**src/rtl/pcie_traffic_gen.sv**
```systemverilog
// pcie_traffic_gen: start-triggered framed PCIe lane traffic generator (TS1-TS4, header, payload, EOP); define PCIE_TRAFFIC_LFSR_EN to add the LFSR payload mode
module pcie_traffic_gen #(
  parameter int DATA_W     = 8,
  parameter int LEN_W      = 8,
  parameter int TRAIN_REPS = 1,
  parameter int SEQ_W      = 8
) (
  input  logic              CLK,
  input  logic              reset,
  input  logic              start,
  input  logic [1:0]        mode,
  input  logic [DATA_W-1:0] pattern,
  input  logic [LEN_W-1:0]  len,
  input  logic              ready,
  output logic [3:0]        CONTROL,
  output logic [DATA_W-1:0] DATA,
  output logic              Valid,
  output logic              busy,
  output logic              done
);
  localparam int RW = $clog2(TRAIN_REPS + 1);
  localparam logic [2:0] IDLE = 3'd0, TRAIN = 3'd1, HDR = 3'd2, PAY = 3'd3, EOP = 3'd4;
  logic [2:0] st, st_n;
  logic [1:0] ts, ts_n;
  logic [RW-1:0] rep, rep_n;
  logic [LEN_W-1:0] cnt, cnt_n, len_r, len_n;
  logic [DATA_W-1:0] inc, inc_n, pay_d, data_n;
  logic [SEQ_W-1:0] seq, seq_n;
  logic [3:0] ctl_n;
  logic fix, fix_n, done_n, fire;
`ifdef PCIE_TRAFFIC_LFSR_EN
  logic [15:0] lfsr, lfsr_n;
  logic lfm, lfm_n;
`endif
  assign fire = Valid & ready;
  // next-state and next-output computation; outputs are derived from the next state so they can be registered
  always_comb begin
    st_n = st;
    ts_n = ts;
    rep_n = rep;
    cnt_n = cnt;
    len_n = len_r;
    inc_n = inc;
    fix_n = fix;
    seq_n = seq;
    done_n = 1'b0;
`ifdef PCIE_TRAFFIC_LFSR_EN
    lfsr_n = lfsr;
    lfm_n = lfm;
`endif
    case (st)
      IDLE: if (start) begin
        st_n = TRAIN;
        ts_n = '0;
        rep_n = '0;
        cnt_n = '0;
        len_n = len;
        inc_n = pattern;
        fix_n = mode[1];
`ifdef PCIE_TRAFFIC_LFSR_EN
        lfsr_n = 16'hACE1;
        lfm_n = mode == 2'b01;
`endif
      end
      TRAIN: if (fire) begin
        rep_n = (rep == RW'(TRAIN_REPS - 1)) ? '0 : rep + 1'b1;
        if (rep == RW'(TRAIN_REPS - 1)) begin
          ts_n = ts + 2'd1;
          st_n = (ts == 2'd3) ? HDR : TRAIN;
        end
      end
      HDR: if (fire) st_n = (len_r == '0) ? EOP : PAY;
      PAY: if (fire) begin
        cnt_n = cnt + 1'b1;
        inc_n = inc + DATA_W'(!fix);
`ifdef PCIE_TRAFFIC_LFSR_EN
        lfsr_n = {lfsr[14:0], lfsr[15] ^ lfsr[13] ^ lfsr[12] ^ lfsr[10]};
`endif
        st_n = (cnt_n == len_r) ? EOP : PAY;
      end
      EOP: if (fire) begin
        st_n = IDLE;
        done_n = 1'b1;
        seq_n = seq + 1'b1;
      end
      default: st_n = IDLE;
    endcase
`ifdef PCIE_TRAFFIC_LFSR_EN
    pay_d = lfm_n ? lfsr_n[DATA_W-1:0] : inc_n;
`else
    pay_d = inc_n;
`endif
    ctl_n = st_n == TRAIN ? {2'b00, ts_n} + 4'd1 : st_n == HDR ? 4'h8 : st_n == PAY ? 4'h9 : st_n == EOP ? 4'hF : 4'h0;
    data_n = st_n == HDR ? DATA_W'(seq_n) : st_n == PAY ? pay_d : st_n == EOP ? DATA_W'(len_n) : '0;
  end
  // state and registered outputs; reset abandons any frame in flight
  always_ff @(posedge CLK or negedge reset) begin
    if (!reset) begin
      st <= IDLE;
      ts <= '0;
      rep <= '0;
      cnt <= '0;
      len_r <= '0;
      inc <= '0;
      fix <= 1'b0;
      seq <= '0;
      CONTROL <= 4'h0;
      DATA <= '0;
      Valid <= 1'b0;
      busy <= 1'b0;
      done <= 1'b0;
`ifdef PCIE_TRAFFIC_LFSR_EN
      lfsr <= 16'hACE1;
      lfm <= 1'b0;
`endif
    end else begin
      st <= st_n;
      ts <= ts_n;
      rep <= rep_n;
      cnt <= cnt_n;
      len_r <= len_n;
      inc <= inc_n;
      fix <= fix_n;
      seq <= seq_n;
      CONTROL <= ctl_n;
      DATA <= data_n;
      Valid <= st_n != IDLE;
      busy <= st_n != IDLE;
      done <= done_n;
`ifdef PCIE_TRAFFIC_LFSR_EN
      lfsr <= lfsr_n;
      lfm <= lfm_n;
`endif
    end
  end
endmodule

```
**config.mk**
```make
export PLATFORM = sky130hd
export DESIGN_NAME = pcie_traffic_gen
export DESIGN_NICKNAME = d
export VERILOG_FILES = /design/src/rtl/pcie_traffic_gen.sv
export SDC_FILE = /design/constraint.sdc
export NUM_CORES = 1
export LEC_CHECK = 0
export BUFFER_PORTS_ARGS = -buffer_cell sky130_fd_sc_hd__buf_2
export CORE_MARGIN = 3
export CORE_UTILIZATION = 44
export CTS_BUF_LIST = sky130_fd_sc_hd__clkbuf_4
export DETAILED_ROUTE_END_ITERATION = 10
export SLEW_MARGIN = 20
export SYNTH_ARGS = -nofsm -noshare
export SYNTH_HDL_FRONTEND = slang
export SYNTH_SLANG_ARGS = --single-unit
```
**constraint.sdc**
```tcl
create_clock -name CLK -period 2.77 [get_ports CLK]
set_clock_uncertainty 0.15 [all_clocks]
set_input_delay 0.4155 -clock CLK [delete_from_list [all_inputs] [get_ports CLK]]
set_output_delay 0.4155 -clock CLK [all_outputs]
set_load 0.05 [all_outputs]
```
## Yosys cells after proc, flatten, opt, wreduce, memory -nomap -nowiden

Cells that the tools add are included.

| storage, ports and cells | value |
|---|---|
| register bits | 53 |
| input bits | 22 |
| output and inout bits | 15 |
| logic and storage cells | 78 |

| operators by class | value |
|---|---|
| $add $sub $neg | 6 |
| equal/unequal tests | 13 |
| mux-type cells | 37 |
| bitwise gates (word level) | 1 |
| reduce and logical (&&, ||, !) cells | 9 |

Operators with widths:

| cell | number |
|---|---|
| $mux W8 | 11 |
| $pmux W8 S2 | 2 |
| $mux W3 | 8 |
| $add A8 B1 Y8 const B | 2 |
| $mux W4 | 4 |
| $pmux W3 S5 | 1 |
| $eq A3 B2 Y1 const B | 4 |
| $add A8 B1 Y8 | 1 |
| $eq A8 B8 Y1 | 1 |
| $logic_not A8 Y1 | 1 |
| $mux W2 | 4 |
| $eq A3 B1 Y1 const B | 2 |
| $eq A3 B3 Y1 const B | 2 |
| $ne A2 B2 Y1 const B | 3 |
| $reduce_and A3 Y1 | 2 |
| $mux W1 | 5 |
| $pmux W2 S2 | 1 |
| $reduce_bool A2 Y1 | 2 |
| $add A2 B1 Y3 const B | 1 |
| $logic_not A3 Y1 | 1 |
| $reduce_bool A3 Y1 | 1 |
| $add A2 B1 Y2 const B | 1 |
| $eq A2 B2 Y1 const B | 1 |
| $pmux W1 S2 | 1 |
| other kinds (4) | 4 |

## Depth between registers and ports, before layout

Gate-level depths: netlist of run 1.

| logic depth | value |
|---|---|
| depth after elaboration | 10 |
| depth in mapped cells | 9 |
| mapped depth without buffers | 9 |

## Least setup slack after synthesis of run 1

OpenSTA, ideal clock, no wires.

| timing | value |
|---|---|
| path kind | reg2reg |
| start | register busy (netlist name) |
| end | register DATA[2] |
| setup time | 126 ps |
| arrival time | 2192 ps |
| data required time | 2494 ps |
| path slack | 302 ps |
| stages on the path, launching flop included | 7 |
| path buffers | 0 |
| clock period less this slack | 2468 ps |
| cells stage by stage | dfrtp_1 -> nand2_2 -> a2111oi_1 -> nand4bb_1 -> or2_4 -> clkinv_4 -> a221o_1 |

RTL lines:

| element | RTL line | RTL |
|---|---|---|
| end signal, assigned | 126 | `DATA <= data_n;` |
| end, declared | 16 | `output logic [DATA_W-1:0] DATA,` |

## Final worst setup path of run 1

| timing | value |
|---|---|
| start | register cnt[0] |
| end | register DATA[3] |

| on the way | value |
|---|---|
| cells in the longest elaborated chain, start to end | 9 |
| elaborated cells on any way between the ends | 11 |
| classes of those cells | add/sub (1); eq/ne (4); mux (6) |

RTL lines:

| element | RTL line | RTL |
|---|---|---|
| start, declared | 26 | `logic [LEN_W-1:0] cnt, cnt_n, len_r, len_n;` |
| start signal, assigned | 120 | `cnt <= cnt_n;` |
| $add A8 B1 Y8 * | 74 | `cnt_n = cnt + 1'b1;` |
| $eq A8 B8 Y1 * | 79 | `st_n = (cnt_n == len_r) ? EOP : PAY;` |
| $mux W3 * | 79 |  |
| $mux W3 * | 73 | `PAY: if (fire) begin` |
| $pmux W3 S5 * | 51 | `case (st)` |
| named net st_n[2] | 23 | `logic [2:0] st, st_n;` |
| $eq A3 B3 Y1 | 94 | `data_n = st_n == HDR ? DATA_W'(seq_n) : st_n == PAY ? pay_d : st_n == EOP ? DATA_W'(len_n) : '0;` |
| $mux W8 (2 in series) | 94 |  |
| $mux W8 * | 94 |  |
| named net data_n[3] | 27 | `logic [DATA_W-1:0] inc, inc_n, pay_d, data_n;` |

Mark *: on every way through the listed nets, which the timed path passes. The rest lies on a longest branch.
A chain may end at the register's enable or synchronous reset.

==> results of run 1 <==
sequential cells by signal, summed over array words and instances (netlist names):
register and cells:
CONTROL 4, DATA 8, busy 1, cnt 8, done 1, fix 1, inc 8, len_r 8
seq 8, st 3, ts 2
metrics by stage:
step	hold slack (ns)	utilization (%)	total power, mW	setup TNS, ns
after detailed placement	0.290	53.2	2.97	-0.337
after CTS	0.0721	54.7	3.42	0
after global routing	0.0862	55.2	3.73	0
after global placement	0.281	53.2	2.94	-0.176
final	0.0871	55.2	3.44	0
after floorplan	-0.0301	-	2.44	0
cells by family (layout without fill, tap and decap cells):
kind of cell / Yosys count / in the layout / share of synthesized area (%)
flops: 52 / 52 / 45.8
simple gates: 109 / 109 / 21.2
buf+inv: 23 / 80 / 3.78
compound gates: 61 / 61 / 15.8
xor+xnor: 19 / 19 / 6.38
fa+ha+maj: 6 / 6 / 2.64
mux: 12 / 12 / 4.49
what timing repair did:
item / 4_1_cts / 5_1_grt
hold endpoints to repair: 22 / 0
buffers inserted: 0 / 0
hold buffers: 1 / 0
gates resized for setup: 1 / 3
endpoints found under the setup margin: 6 / 3
layer usage:
layer,share of wire [%],GRT usage (%)
met5,0,0
met4,1.9,5.81
met3,5.0,4.18
met2,45,31.4
met1,48,29.8
critical path: stages, from the launching register on:
cell and delay (ns):
dfrtp_1 0.41, ha_1 0.27, and3_2 0.27, a21oi_1 0.26, nor4b_4 0.11, a31oi_2 0.60
inv_2 0.09, a221o_1 0.38
Yosys cell counts (all sizes together), types with 6 or more instances:
library cell	count
o21ai	15
dfrtp	52
mux2i	6
nand2	33
ha	6
xnor2	13
nand3	13
and2	6
a21oi	10
a221o	7
clkbuf	7
mux2	6
nor2	20
inv	12
report_power, final:
group | total (mW) | switching, mW | internal, mW
combinational | 1.84 | 1.14 | 0.703
clock | 0.440 | 0.252 | 0.189
sequential | 1.16 | 0.174 | 0.989
total | 3.44 | 1.56 | 1.88
how the worst min path moves through the flow:
stage / cells after the start / slack [ns] / endpoint / startpoint
finish: 3 / 0.09 / fix / mode[1]
global route: 3 / 0.09 / fix / mode[1]
CTS: 3 / 0.07 / fix / mode[1]
detailed placement: 1 / 0.29 / cnt[5] / reset
global placement: 1 / 0.28 / cnt[5] / reset
floorplan: 0 / -0.03 / CONTROL[0] / reset
cell type report:
| type | instances | share of cell area [%] |
|---|---|---|
| Clock buffer | 5 | 1.11 |
| Clock inverter | 3 | 1.26 |
| Inverter | 13 | 1.60 |
| Multi-Input combinational cell | 207 | 44.0 |
| Sequential cell | 52 | 38.6 |
| Tap cell | 75 | 2.79 |
| Timing Repair Buffer | 59 | 10.6 |
==> results.py, run 1 <==
metrics = {
    "run_status": {
        "status": "complete, no violations",
    },
    "yosys": {
        "syn_nets": 310,
        "synth.avg_cell_area_um2": 10.1,
        "ys_types": 62,
        "ys.flop_type": "dfrtp_1",
        "ys_warn_count": 0,
        "synth_top_area_share_pct": 45.8,
        "async_flop_share_pct": 100,
        "synth_area_leaders": "dfrtp_1 (46%), nand2_1 (4.2%), xnor2_1 (4.0%)",
        "synth_edf_count": 0,
        "seq_area_frac_synth_pct": 45.8,
        "yosysTopAreaCell": "dfrtp_1",
        "netlist_area_mm2": 0.00284,
        "ys_ff_latch": 52,
        "synthCells": 282,
    },
    "die": {
        "start_util_pct": 46.7,
        "fp.dieW_um": 86.4,
        "die-area_mm2": 0.00746,
        "fp.coreArea_mm2": 0.00610,
        "die_h_um": 86.4,
        "row_count": 28,
        "io_pins": 37,
    },
    "final_layout": {
        "multi_input_area_mm2": 0.00148,
        "drive_gt1_share_pct": 27.4,
        "finalNetCount": 366,
        "final_common_cell": "dfrtp_1",
        "final_area_mm2": 0.00337,
        "seqCellArea_mm2": 0.00130,
        "instances_no_fill": 414,
        "syn_to_final_growth_pct": 18.4,
        "mostFrequentLayoutCells": "dfrtp_1 (52), buf_2 (35), nand2_1 (32)",
        "fillers": 561,
        "antenna_cells": 0,
    },
    "drt": {
        "drt-vias-per-instance": 5.49,
        "dr.pass1.iters": 4,
        "drc": 0,
        "final_antenna_net_count": 0,
        "drtIter0Drc": 132,
        "drt-wirelength-per-cell_um": 17.1,
        "vias": 2273,
        "wl_um": 7070,
    },
    "timing": {
        "finalSetupViolations": 0,
        "slew-limit-headroom_pct": 52.3,
        "rsz0062_at_grt": "no",
        "period_share_pct": 95.4,
        "worst_slack_ns": 0.128,
        "final_hold_viol_count": 0,
        "fmax_mhz": 378,
        "slew_violations": 0,
        "min_period_ns": 2.64,
        "tightest_slew_ns": 0.714,
    },
    "grt": {
        "grt_max_degree": 25,
        "grt_pass1_vias": 2319,
        "grt_first_pass_wirelength_um": 11700,
        "grt-ovfl-total": 0,
        "grtUsageTotal_pct": 20.6,
        "antenna_found_initial": 0,
    },
    "setup_path": {
        "startpoint": "cnt[0]",
        "ff2ff_path_depth": 7,
        "cp_data_required_time_ns": 2.89,
        "crit_path_end": "DATA[3]",
        "arrival_ns": 2.77,
        "r2r_start": "cnt[0]",
        "startpoint_type": "flip-flop",
        "r2r_end": "DATA[3]",
        "path_max_fanout": 10,
        "worst-r2r-setup-slack_ns": 0.13,
        "crit_type": "reg -> reg",
        "end_kind": "flip-flop",
    },
    "worst_hold_path": {
        "hp-class": "in -> reg",
    },
    "run": {
        "drv_cap": 0,
    },
    "placed_design": {
        "dp_slack_ns": -0.144,
        "placed_area_mm2": 0.00324,
        "gp_congestion": 0.869,
        "io_buffers": 35,
        "hpwl_um": 5370,
        "place_inst": 405,
    },
    "cts": {
        "cts_buffers": 5,
        "clk_path_buf_depth": 2,
        "path_clk_slew_ns": 0.15,
        "tritoncts": "done",
        "clock_latency_ns": 0.38,
        "cts_root_buffer": "clkbuf_4",
        "cts_sinks": 52,
        "cts_max_level": 2,
    },
    "power_and_ir_drop": {
        "leakagePower_nw": 1.61,
        "vdd_drop_max_uv": 512,
        "p_per_area_mw_per_mm2": 1020,
    },
}
Note: power is estimated with default switching activity, not from simulation.
==> run 2, diff against run 1 <==
==> constraint.sdc (replaced) <==
create_clock -name CLK -period 3.15 [get_ports CLK]
set_clock_uncertainty 0.15 [all_clocks]
set_input_delay 0.4725 -clock CLK [delete_from_list [all_inputs] [get_ports CLK]]
set_output_delay 0.4725 -clock CLK [all_outputs]
set_load 0.05 [all_outputs]
==> run 2 against run 1 <==
Net effect:
- register-to-register slack better by 0.31 ns
- via count down 1.6%
- maximum frequency down 2.4%
- cell count down 4.3%
- design area down 5.5%
- global-route usage down 1.2 points
- power down 18%
- first-iteration DRC count up 48%
- hold slack better by 0.066 ns
==> results.py, run 2 (same netlist as run 1, synthesis figures left out) <==
metrics = {
    "run_status": {
        "status": "complete, no violations",
    },
    "timing": {
        "fmax_mhz": 369,
        "finalSetupViolations": 0,
        "rsz0062_at_grt": "no",
        "tightest_slew_ns": 0.717,
        "min_period_ns": 2.71,
        "fin_setup_tns_ns": 0,
        "slew_violations": 0,
        "final_hold_viol_count": 0,
        "slew-limit-headroom_pct": 52.1,
        "period_share_pct": 85.9,
    },
    "grt": {
        "grt_max_degree": 38,
        "grtUsageTotal_pct": 19.4,
        "grt_pass1_vias": 2265,
        "grt_first_pass_wirelength_um": 11300,
        "grt-ovfl-total": 0,
        "antenna_found_initial": 0,
    },
    "die": {
        "die-area_mm2": 0.00746,
        "die_h_um": 86.4,
        "fp.coreArea_mm2": 0.00610,
        "fp.dieW_um": 86.4,
        "io_pins": 37,
        "start_util_pct": 46.7,
        "row_count": 28,
    },
    "drt": {
        "top_layer": "met4",
        "drt-wirelength-per-cell_um": 16.7,
        "dr_wl_met2_um": 2920,
        "drt-met1-wl_um": 3330,
        "wl_um": 6610,
        "dr.pass1.iters": 4,
        "drtIter0Drc": 195,
        "final_antenna_net_count": 0,
        "vias": 2236,
        "drc": 0,
        "wl_met3_um": 307,
        "drt-vias-per-instance": 5.65,
    },
    "final_layout": {
        "finalNetCount": 348,
        "final_common_cell": "dfrtp_1",
        "final_area_mm2": 0.00318,
        "antenna_cells": 0,
        "syn_to_final_growth_pct": 11.9,
        "mostFrequentLayoutCells": "dfrtp_1 (52), buf_2 (35), nand2_1 (32)",
        "drive_gt1_share_pct": 22.7,
        "fillers": 573,
    },
    "cts": {
        "path_clk_slew_ns": 0.15,
        "cts_buffers": 5,
        "cts_max_level": 2,
        "cts_sinks": 52,
        "clock_latency_ns": 0.37,
        "clk_path_buf_depth": 2,
        "cts_root_buffer": "clkbuf_4",
        "tritoncts": "done",
    },
    "setup_path": {
        "arrival_ns": 2.83,
        "ff2ff_path_depth": 7,
        "cpMaxStageDelayCell": "nor4b_2",
        "startpoint_type": "flip-flop",
        "path_max_fanout": 6,
        "crit_path_max_incr_delay_ns": 0.52,
        "crit_chain": "ha_1, and3_2, and3_1, nor4b_2, nand3_4, a21o_1, a221o_1",
        "end_kind": "flip-flop",
        "crit_type": "reg -> reg",
        "cp_data_required_time_ns": 3.28,
    },
    "placed_design": {
        "io_buffers": 35,
        "hpwl_um": 4910,
        "placed_area_mm2": 0.00311,
        "gp_congestion": 0.835,
    },
    "power_and_ir_drop": {
        "p_per_area_mw_per_mm2": 887,
        "leakagePower_nw": 1.50,
        "p_comb_share_pct": 51.2,
        "p_clk_share_pct": 11.0,
        "power_switching_mw": 1.33,
        "swShare_pct": 47.0,
        "p_seq_share_pct": 37.8,
        "vdd_drop_max_uv": 457,
        "power.internal_mw": 1.49,
    },
    "worst_hold_path": {
        "hp-class": "in -> reg",
        "whs_path_depth": 3,
    },
    "run": {
        "drv_cap": 0,
    },
}
run 2: through the flow:
step           total power [mW]  setup WS, ns  utilization, %  hold slack, ns  cells
2_1_floorplan              2.15         0.682               -          0.0269    282
3_3_place_gp               2.51         0.200            50.9           0.253    387
3_5_place_dp               2.53         0.121            50.9           0.255    387
4_1_cts                    2.84         0.104            52.1           0.141    396
5_1_grt                    3.07         0.203            52.2           0.170    396
6_report                   2.82         0.443            52.2           0.153    396
run 2: final cells by class:
cell class	instances	area [µm²]	share of cell area (%)
clock buffer	5	37.5	1.18
tap	75	93.8	2.95
sequential	52	1300	40.9
clock inverter	3	22.5	0.708
timing repair buffer	41	223	7.00
multi-input combinational	207	1450	45.6
inverter	13	53.8	1.69
run 2: worst paths after layout:
path / endpoint / from / slack [ns]
max: DATA[5] / cnt[1] / 0.44
min: fix / mode[1] / 0.15
max reg2reg: DATA[5] / cnt[1] / 0.44
min reg2reg: seq[7] / seq[7] / 0.33
max in group asynchronous: inc[5] / reset / 1.69
min in group asynchronous: cnt[6] / reset / 0.36
run 2: what timing repair did:
action,CTS,global route
buffers inserted,0,0
hold endpoints to repair,15,0
gates resized for setup,0,0
hold buffers,1,0
run 2: worst max-delay path, delay by kind of cell, from the launching register on:
family                   cells  cell delay, ns
AO/OA/AOI/OAI                2            0.66
AND/OR/NAND/NOR              4            1.11
flip-flops                   1            0.43
adder cells (fa/ha/maj)      1            0.26
run 2: power by group through the flow:
stage | combinational, mW | sequential (mW) | clock [mW]
3_3_place_gp | 1.43 | 1.07 | 0
6_report | 1.44 | 1.07 | 0.310
4_1_cts | 1.45 | 1.07 | 0.326
3_5_place_dp | 1.44 | 1.08 | 0
2_1_floorplan | 0.934 | 1.21 | 0
5_1_grt | 1.62 | 1.10 | 0.351
run 2: per-layer routing:
layer,vias up,global-route usage (%)
met5,-,0
met3,7,3.52
met2,51,30.5
met1,1087,28.2
met4,0,4.11
li1,1091,-
==> run 3, diff against run 2 <==
--- a/config.mk
+++ b/config.mk
@@ -7,9 +7,10 @@
 export LEC_CHECK = 0
 export BUFFER_PORTS_ARGS = -buffer_cell sky130_fd_sc_hd__buf_2
 export CORE_MARGIN = 3
-export CORE_UTILIZATION = 44
+export CORE_UTILIZATION = 47
 export CTS_BUF_LIST = sky130_fd_sc_hd__clkbuf_4
 export DETAILED_ROUTE_END_ITERATION = 10
+export PLACE_DENSITY = 0.67
 export SLEW_MARGIN = 20
 export SYNTH_ARGS = -nofsm -noshare
 export SYNTH_HDL_FRONTEND = slang
==> run 3 against run 2 <==
Net effect:
- sequential share of layout area fell by 0.13 points
- design area grew 0.31%
- setup slack worse by 0.026 ns
- die area fell by 5.9%
- sequential power barely moved
- hold slack better by 0.0070 ns
- critical path type unchanged
- largest power group unchanged
==> results.py, run 3 (same netlist as run 1, synthesis figures left out) <==
metrics = {
    "run_status": {
        "status": "complete, no violations",
    },
    "cts": {
        "cts_root_buffer": "clkbuf_4",
        "hold_buffers": 1,
        "cts_buffers": 5,
        "cts_max_level": 2,
        "cts_resized": 0,
        "clk_path_buf_depth": 2,
        "tritoncts": "done",
        "clock_latency_ns": 0.37,
        "cts_sinks": 52,
        "path_clk_slew_ns": 0.14,
        "post_cts_buffers": 0,
    },
    "drt": {
        "final_antenna_net_count": 0,
        "dr.pass1.iters": 4,
        "wl_um": 6550,
        "drt-wirelength-per-cell_um": 16.7,
        "drtIter0Drc": 179,
        "drc": 0,
        "drt-vias-per-instance": 5.69,
        "vias": 2235,
    },
    "setup_path": {
        "arrival_ns": 2.84,
        "startpoint_type": "flip-flop",
        "cp_data_required_time_ns": 3.26,
        "startpoint": "cnt[0]",
        "r2r_start": "cnt[0]",
        "crit_path_end": "DATA[5]",
        "crit_type": "reg -> reg",
        "ff2ff_path_depth": 7,
        "r2r_end": "DATA[5]",
        "worst-r2r-setup-slack_ns": 0.42,
        "end_kind": "flip-flop",
        "path_max_fanout": 6,
    },
    "power_and_ir_drop": {
        "p_seq_share_pct": 37.0,
        "p_per_area_mw_per_mm2": 904,
        "leakagePower_nw": 1.51,
        "swShare_pct": 45.3,
        "power.internal_mw": 1.58,
        "power_switching_mw": 1.31,
        "p_clk_share_pct": 13.3,
        "p_comb_share_pct": 49.7,
        "vdd_drop_max_uv": 344,
    },
    "die": {
        "fp.coreArea_mm2": 0.00568,
        "start_util_pct": 50.1,
        "row_count": 27,
        "io_pins": 37,
        "fp.dieW_um": 83.8,
        "die-area_mm2": 0.00702,
        "die_h_um": 83.8,
    },
    "timing": {
        "slew-limit-headroom_pct": 56.3,
        "finalSetupViolations": 0,
        "fin_setup_tns_ns": 0,
        "fmax_mhz": 366,
        "rsz0062_at_grt": "no",
        "final_hold_viol_count": 0,
        "slew_violations": 0,
        "period_share_pct": 86.8,
        "min_period_ns": 2.73,
        "tightest_slew_ns": 0.654,
    },
    "grt": {
        "antenna_found_initial": 0,
        "grt-ovfl-total": 0,
        "grt_first_pass_wirelength_um": 10800,
        "grt_pass1_vias": 2167,
        "grtUsageTotal_pct": 19.2,
        "grt_max_degree": 30,
    },
    "placed_design": {
        "hpwl_um": 4870,
        "io_buffers": 35,
        "place_inst": 384,
        "placed_area_mm2": 0.00310,
        "gp_congestion": 0.884,
    },
    "worst_hold_path": {
        "hp-class": "in -> reg",
    },
    "final_layout": {
        "final_common_cell": "dfrtp_1",
        "antenna_cells": 0,
        "instances_no_fill": 393,
        "finalNetCount": 348,
        "syn_to_final_growth_pct": 12.2,
        "mostFrequentLayoutCells": "dfrtp_1 (52), buf_2 (35), nand2_1 (32)",
        "drive_gt1_share_pct": 22.4,
        "final_area_mm2": 0.00319,
        "utilization_pct": 56.2,
    },
    "run": {
        "drv_cap": 0,
    },
}
run 3: changes by cell type in the layout (fill, tap and decap cells not counted):
cell,before,now
clkbuf_4,5,6
a31oi_1,2,3
bufinv_16,0,1
a31oi_2,1,0
clkinv_4,2,1
inv_6,1,0
run 3: worst min-delay path by stage:
stage | cells after the start | start | slack [ns] | endpoint
floorplan | 0 | reset | 0.03 | CONTROL[0]
global placement | 1 | seq[7] | 0.31 | seq[7]
detailed placement | 1 | seq[7] | 0.32 | seq[7]
CTS | 3 | mode[1] | 0.14 | fix
global route | 3 | mode[1] | 0.14 | fix
finish | 3 | mode[1] | 0.16 | fix
run 3: power by group through the flow:
stage	clock network (mW)	logic (mW)	registers [mW]
after floorplan	0	0.934	1.21
after global placement	0	1.40	1.07
after detailed placement	0	1.43	1.08
after CTS	0.396	1.44	1.06
after global routing	0.418	1.57	1.11
final	0.383	1.43	1.07
run 3: routing by layer:
| metal | part of all wire (%) | global-route usage, % | vias to the layer above |
|---|---|---|---|
| li1 | - | - | 1098 |
| met1 | 48 | 26.7 | 1071 |
| met2 | 46 | 31.4 | 57 |
| met3 | 4.3 | 2.67 | 9 |
| met4 | 1.7 | 5.56 | 0 |
| met5 | 0 | 0 | - |
run 3: through the flow:
stage	hold WS, ns	setup WS, ns	total power, mW
2_1_floorplan	0.0269	0.682	2.15
3_3_place_gp	0.312	0.507	2.48
3_5_place_dp	0.317	0.469	2.51
4_1_cts	0.140	0.410	2.90
5_1_grt	0.141	0.329	3.09
6_report	0.160	0.417	2.88
run 3: layout make-up:
cell class                 instances  area (µm²)
sequential                        52        1300
timing repair buffer              41         223
clock inverter                     2        35.0
clock buffer                       6        45.0
tap                               72        90.1
fill                             533        2480
inverter                          13        53.8
multi-input combinational        207        1440
run 3: critical path: stages, from the launching register on:
cell and delay, ns:
dfrtp_1 0.47, ha_1 0.30, and3_2 0.27, and3_1 0.16, nor4b_2 0.46, nand3_4 0.16, a21o_1 0.29, a221o_1 0.37
